===== src/rtl/heartbeat_top.sv =====
// Heartbeat LED driver: a "lub-dub" double pulse per beat, each pulse ramping
// its PWM duty up and back down over a triangular envelope.
module heartbeat_top #(
   parameter int CLK_HZ    = 16_000_000,
   parameter int TICK_DIV  = 16000,
   parameter int BEAT_MS   = 1000,
   parameter int PULSE_MS  = 100,
   parameter int GAP_MS    = 200,
   parameter int PWM_BITS  = 8,
   parameter int DUTY_STEP = 5
) (
   input  logic clk,
   input  logic in_rst,
   output logic LED
);

   localparam int DIV_W = (TICK_DIV > 1) ? $clog2(TICK_DIV) : 1;
   localparam int MS_W  = $clog2(BEAT_MS);

   localparam logic [31:0] P_PULSE = 32'(PULSE_MS);
   localparam logic [31:0] P_GAP   = 32'(GAP_MS);
   localparam logic [31:0] P_HALF  = 32'(PULSE_MS / 2);
   localparam logic [31:0] P_STEP  = 32'(DUTY_STEP);
   localparam logic [63:0] P_DUTY_MAX = (64'd1 << PWM_BITS) - 64'd1;
   localparam logic [PWM_BITS-1:0] DUTY_SAT = '1;

   // An illegal parameter set keeps the LED dark instead of producing garbage.
   localparam bit PARAMS_OK = (CLK_HZ > 0) && (TICK_DIV >= 1) && (PULSE_MS >= 2) &&
                              (GAP_MS >= PULSE_MS) && (GAP_MS + PULSE_MS <= BEAT_MS);

   logic [1:0]          sync_reg;
   logic                rst_n_s;
   logic [DIV_W-1:0]    div_cnt_reg, div_cnt_next;
   logic [MS_W-1:0]     ms_cnt_reg, ms_cnt_next;
   logic [PWM_BITS-1:0] pwm_cnt_reg, pwm_cnt_next;
   logic                led_reg, led_next;
   logic                tick;
   logic                in_a, in_b;
   logic [31:0]         ms_ext, offset, env;
   logic [63:0]         prod;
   logic [PWM_BITS-1:0] duty;

   // Asynchronous assertion, release only after two clean clock edges.
   always_ff @(posedge clk or negedge in_rst) begin
      if (!in_rst) begin
         sync_reg <= 2'b00;
      end else begin
         sync_reg <= {sync_reg[0], 1'b1};
      end
   end

   assign rst_n_s = sync_reg[1];
   assign tick    = (div_cnt_reg == DIV_W'(TICK_DIV - 1));

   always_comb begin
      div_cnt_next = tick ? '0 : div_cnt_reg + DIV_W'(1);
      ms_cnt_next  = ms_cnt_reg;
      if (tick) begin
         ms_cnt_next = (ms_cnt_reg == MS_W'(BEAT_MS - 1)) ? '0 : ms_cnt_reg + MS_W'(1);
      end
      pwm_cnt_next = pwm_cnt_reg + PWM_BITS'(1);
   end

   // Envelope is evaluated in 32/64-bit space so saturation sees the full product.
   always_comb begin
      ms_ext = 32'(ms_cnt_reg);
      in_a   = (ms_ext < P_PULSE);
      in_b   = (ms_ext >= P_GAP) && (ms_ext < P_GAP + P_PULSE);
      offset = in_a ? ms_ext : ms_ext - P_GAP;
      env    = (offset < P_HALF) ? offset : P_PULSE - 32'd1 - offset;
      prod   = {32'd0, env} * {32'd0, P_STEP};
      duty   = (prod > P_DUTY_MAX) ? DUTY_SAT : prod[PWM_BITS-1:0];
      led_next = PARAMS_OK && (in_a || in_b) && (pwm_cnt_reg < duty);
   end

   always_ff @(posedge clk or negedge rst_n_s) begin
      if (!rst_n_s) begin
         div_cnt_reg <= '0;
         ms_cnt_reg  <= '0;
         pwm_cnt_reg <= '0;
         led_reg     <= 1'b0;
      end else begin
         div_cnt_reg <= div_cnt_next;
         ms_cnt_reg  <= ms_cnt_next;
         pwm_cnt_reg <= pwm_cnt_next;
         led_reg     <= led_next;
      end
   end

   assign LED = led_reg;

endmodule


===== config.mk =====
export PLATFORM = sky130hd
export DESIGN_NAME = heartbeat_top
export DESIGN_NICKNAME = d
export VERILOG_FILES = /design/src/rtl/heartbeat_top.sv
export SDC_FILE = /design/constraint.sdc
export NUM_CORES = 1
export LEC_CHECK = 0
export BUFFER_PORTS_ARGS = -buffer_cell sky130_fd_sc_hd__buf_4
export CORE_MARGIN = 2
export CORE_UTILIZATION = 35
export DETAILED_ROUTE_END_ITERATION = 8
export PLACE_DENSITY = 0.56
export SLEW_MARGIN = 5
export SYNTH_ARGS = -nofsm -noshare
export SYNTH_HDL_FRONTEND = slang
export SYNTH_SLANG_ARGS = --single-unit

===== constraint.sdc =====
create_clock -name clk -period 1.05 [get_ports clk]
set_input_delay 0.1575 -clock clk [delete_from_list [all_inputs] [get_ports clk]]
set_output_delay 0.1575 -clock clk [all_outputs]
set_load 0.005 [all_outputs]

==> results.md <==
- Num CTS Buffers: 5
- Crit path max-delay family: simple AND/OR/NAND/NOR gates
- Post-Synthesis Net Count: 659
- Filler Cell Count: 1,144
- Gr usage total: 21.4%
- Reg-to-Reg Start: ms_cnt_reg[4]$_DFFE_PN0N_
- Tmin final: 6.51 ns
- First-pass GRT wire length: 25,200 µm
- Pwr Total: 3.29 mW
- Core ar.: 12,700 µm²
- Mapped cell area: 4590 µm²
- EDFF count, synth: 0
- Drt first pass iters: 4
- Cell taking the most area after synthesis: ha_1
- Critical Path AT: 6.72 ns
- WHS: 0.200 ns
- Synth async-reset ratio: 100%
- Number of diodes: 0
- Max-Cap Viols: 0
- Seq cells post-synth: 35
- Worst-Margin Slew: 0.551 ns
- Non-filler cells, final: 974
- Clock Skew: 0.00792 ns
- Largest net degree at the start of global routing: 34
- Post-Syn Instances: 579
- Count of different cell masters after synthesis: 63
- Clock slew at reported path FFs: 0.06 ns
- CTS tree: done
- Crit path buffers/inverters: 1
- Post-synthesis sequential area ratio: 19.1%
- Final Cell Area: 7460 µm²
- Max_slew headroom: 63.1%
- Kind of critical path: reg2reg
- Max-slew violation total from the final report: 0
- CTS Sinks: 35
- Synth Flop Type: dfrtp_1
- Crit. End Element: flop
- Syn-to-layout area delta: 62.4%
- Vias per cell: 5.27
- RSZ-0062 raised after global routing: yes
- Final design utilization: 58.6%
- Yosys top cell area share: 21.0%
- DR vias: 5,136
- Synthesized area per cell: 7.93 µm²
- Largest fanout on the critical path: 5
- Die height: 119 µm
- IO Count: 3
- Max reg flops: 14
- Period utilization: 620%
- Setup slack after layout: -5.46 ns
- Pleak: 3.62 nW
- Failing checks: setup timing
- Setup Viol. Count Final: 27
- Worst slack at placement: -5.74 ns
- Placement-stage cell area: 6470 µm²
- Port bufs: 2
- Grt total ovfl: 0
- Cell Pwr Density: 441 nW/µm²
- Synth area leaders: ha_1 (21%), dfrtp_1 (19%), a21oi_1 (5.3%), xnor2_1 (5.3%), nand2_1 (4.3%)
- Slowest cell on the critical path: or4_4
- Post-route ant nets: 0
- Inst Count DP: 940
- Status: complete, but fails checks
- Post-detail-place hpwl: 11,600 µm
- Avg WL per Cell: 15.6 µm
- Standard-cell rows: 41
- Placer Congestion: 0.970
- H-tree levels: 2
- Worst skew pair latency: 0.28 ns
- CP Launch Point: ms_cnt_reg[4]$_DFFE_PN0N_
- Ys Warns: 0
- Initial Utilization: 36.1%
- Share of post-route cells with drive strength above 1: 45.9%
- Die ar.: 14,100 µm²
- Crit start category: flop
- Overall die width: 119 µm
- DRC violation total after the first TritonRoute iteration: 263
- Hold Crit Class: in2async
- Highest clock rate: 0.154 GHz
- Root buffer cell: clkbuf_16
- Vias in the first global route: 5,338
- Total Wirelength: 15,200 µm
- Req. time, crit path: 1.26 ns
- Peak VDD IR: 0.831 mV
- Final-report hold violation count: 0
- Total Neg Setup Slack: -21.98 ns
- Clock Path Buffers: 2
- Initial antenna violation count: 0
- Crit path largest cell delay: 0.54 ns
- Drc violations: 0
- Final Net Count: 881
## per-layer routing
metal	up-vias	GRT usage [%]	wire (µm)
li1	2586	-	-
met1	2456	25.4	6420
met2	74	40.6	8160
met3	20	1.64	294
met4	0	6.40	289
met5	-	0	0
## what timing repair did
action,4_1_cts,5_1_grt
hold buffers,1,0
buffers inserted,18,13
gates resized for setup,80,57
pin swaps,40,32
endpoints found under the setup margin,26,29
hold endpoints to repair,2,0
## power by group
part           internal (mW)  switching (mW)  total, mW
clock                   1.36           0.535       1.90
sequential              1.35         0.00212       1.36
combinational         0.0124          0.0268     0.0392
## worst paths after layout
path / to / slack, ns / depth (start not counted)
worst max-delay path: LED$_DFF_PN0_ / -5.46 / 28
worst max register to register: LED$_DFF_PN0_ / -5.46 / 28
min in group clk: sync_reg[1]$_DFF_PN0_ / 0.35 / 0
worst min-delay path: sync_reg[0]$_DFF_PN0_ / 0.20 / 2
max in group asynchronous: ms_cnt_reg[4]$_DFFE_PN0N_ / 0.61 / 1
worst min register to register: pwm_cnt_reg[5]$_DFF_PN0_ / 0.23 / 1
## cell type report
class	instances	area, µm²	area share, %
inverters	17	63.8	0.856
flip-flops and latches	35	878	11.8
clock inverters	2	60.1	0.805
clock buffers	6	129	1.73
well taps	172	215	2.89
multi-input cells	504	4240	56.8
repair buffers	238	1870	25.1
## worst reg2reg max path: cells and delay by family, from the launching register on
kind	cells	cell delay [ns]
fa+ha+maj	4	1.23
flops	1	0.44
buf+inv	1	0.17
compound gates	8	1.68
simple gates	12	2.59
xor+xnor	3	0.32
## synth_stat cells, drive strengths merged, types with 9 or more instances
master / instances
nand3: 16
nor2: 50
nand4: 16
nand2: 54
a21oi: 51
dfrtp: 35
and2: 9
clkbuf: 15
nor4: 10
nor3: 14
a21o: 13
a31oi: 9
xnor2: 28
xor2: 20
inv: 17
ha: 77
o21ai: 36
## placed cells by master, fill, tap and decap left out, types with 10 or more instances in the layout
cell	count
buf_4	220
dfrtp_1	33
o21ai_0	16
o21ai_1	13
nor2_1	32
xnor2_1	24
nor2_2	12
a21oi_2	13
ha_1	61
nand3_1	11
inv_1	17
ha_4	12
nand2_1	47
buf_6	14
a21o_1	12
xor2_1	17
nand4_1	15
a21oi_1	37
nor3_1	10
## cell families after synthesis
kind of cell,synth area share (%)
other cells,0.0816
compound gates,22.5
simple gates,23.6
xor+xnor,9.15
fa+ha+maj,21.4
mux,0.681
flops,19.1
buf+inv,3.54
Note: power is estimated with default switching activity, not from simulation.
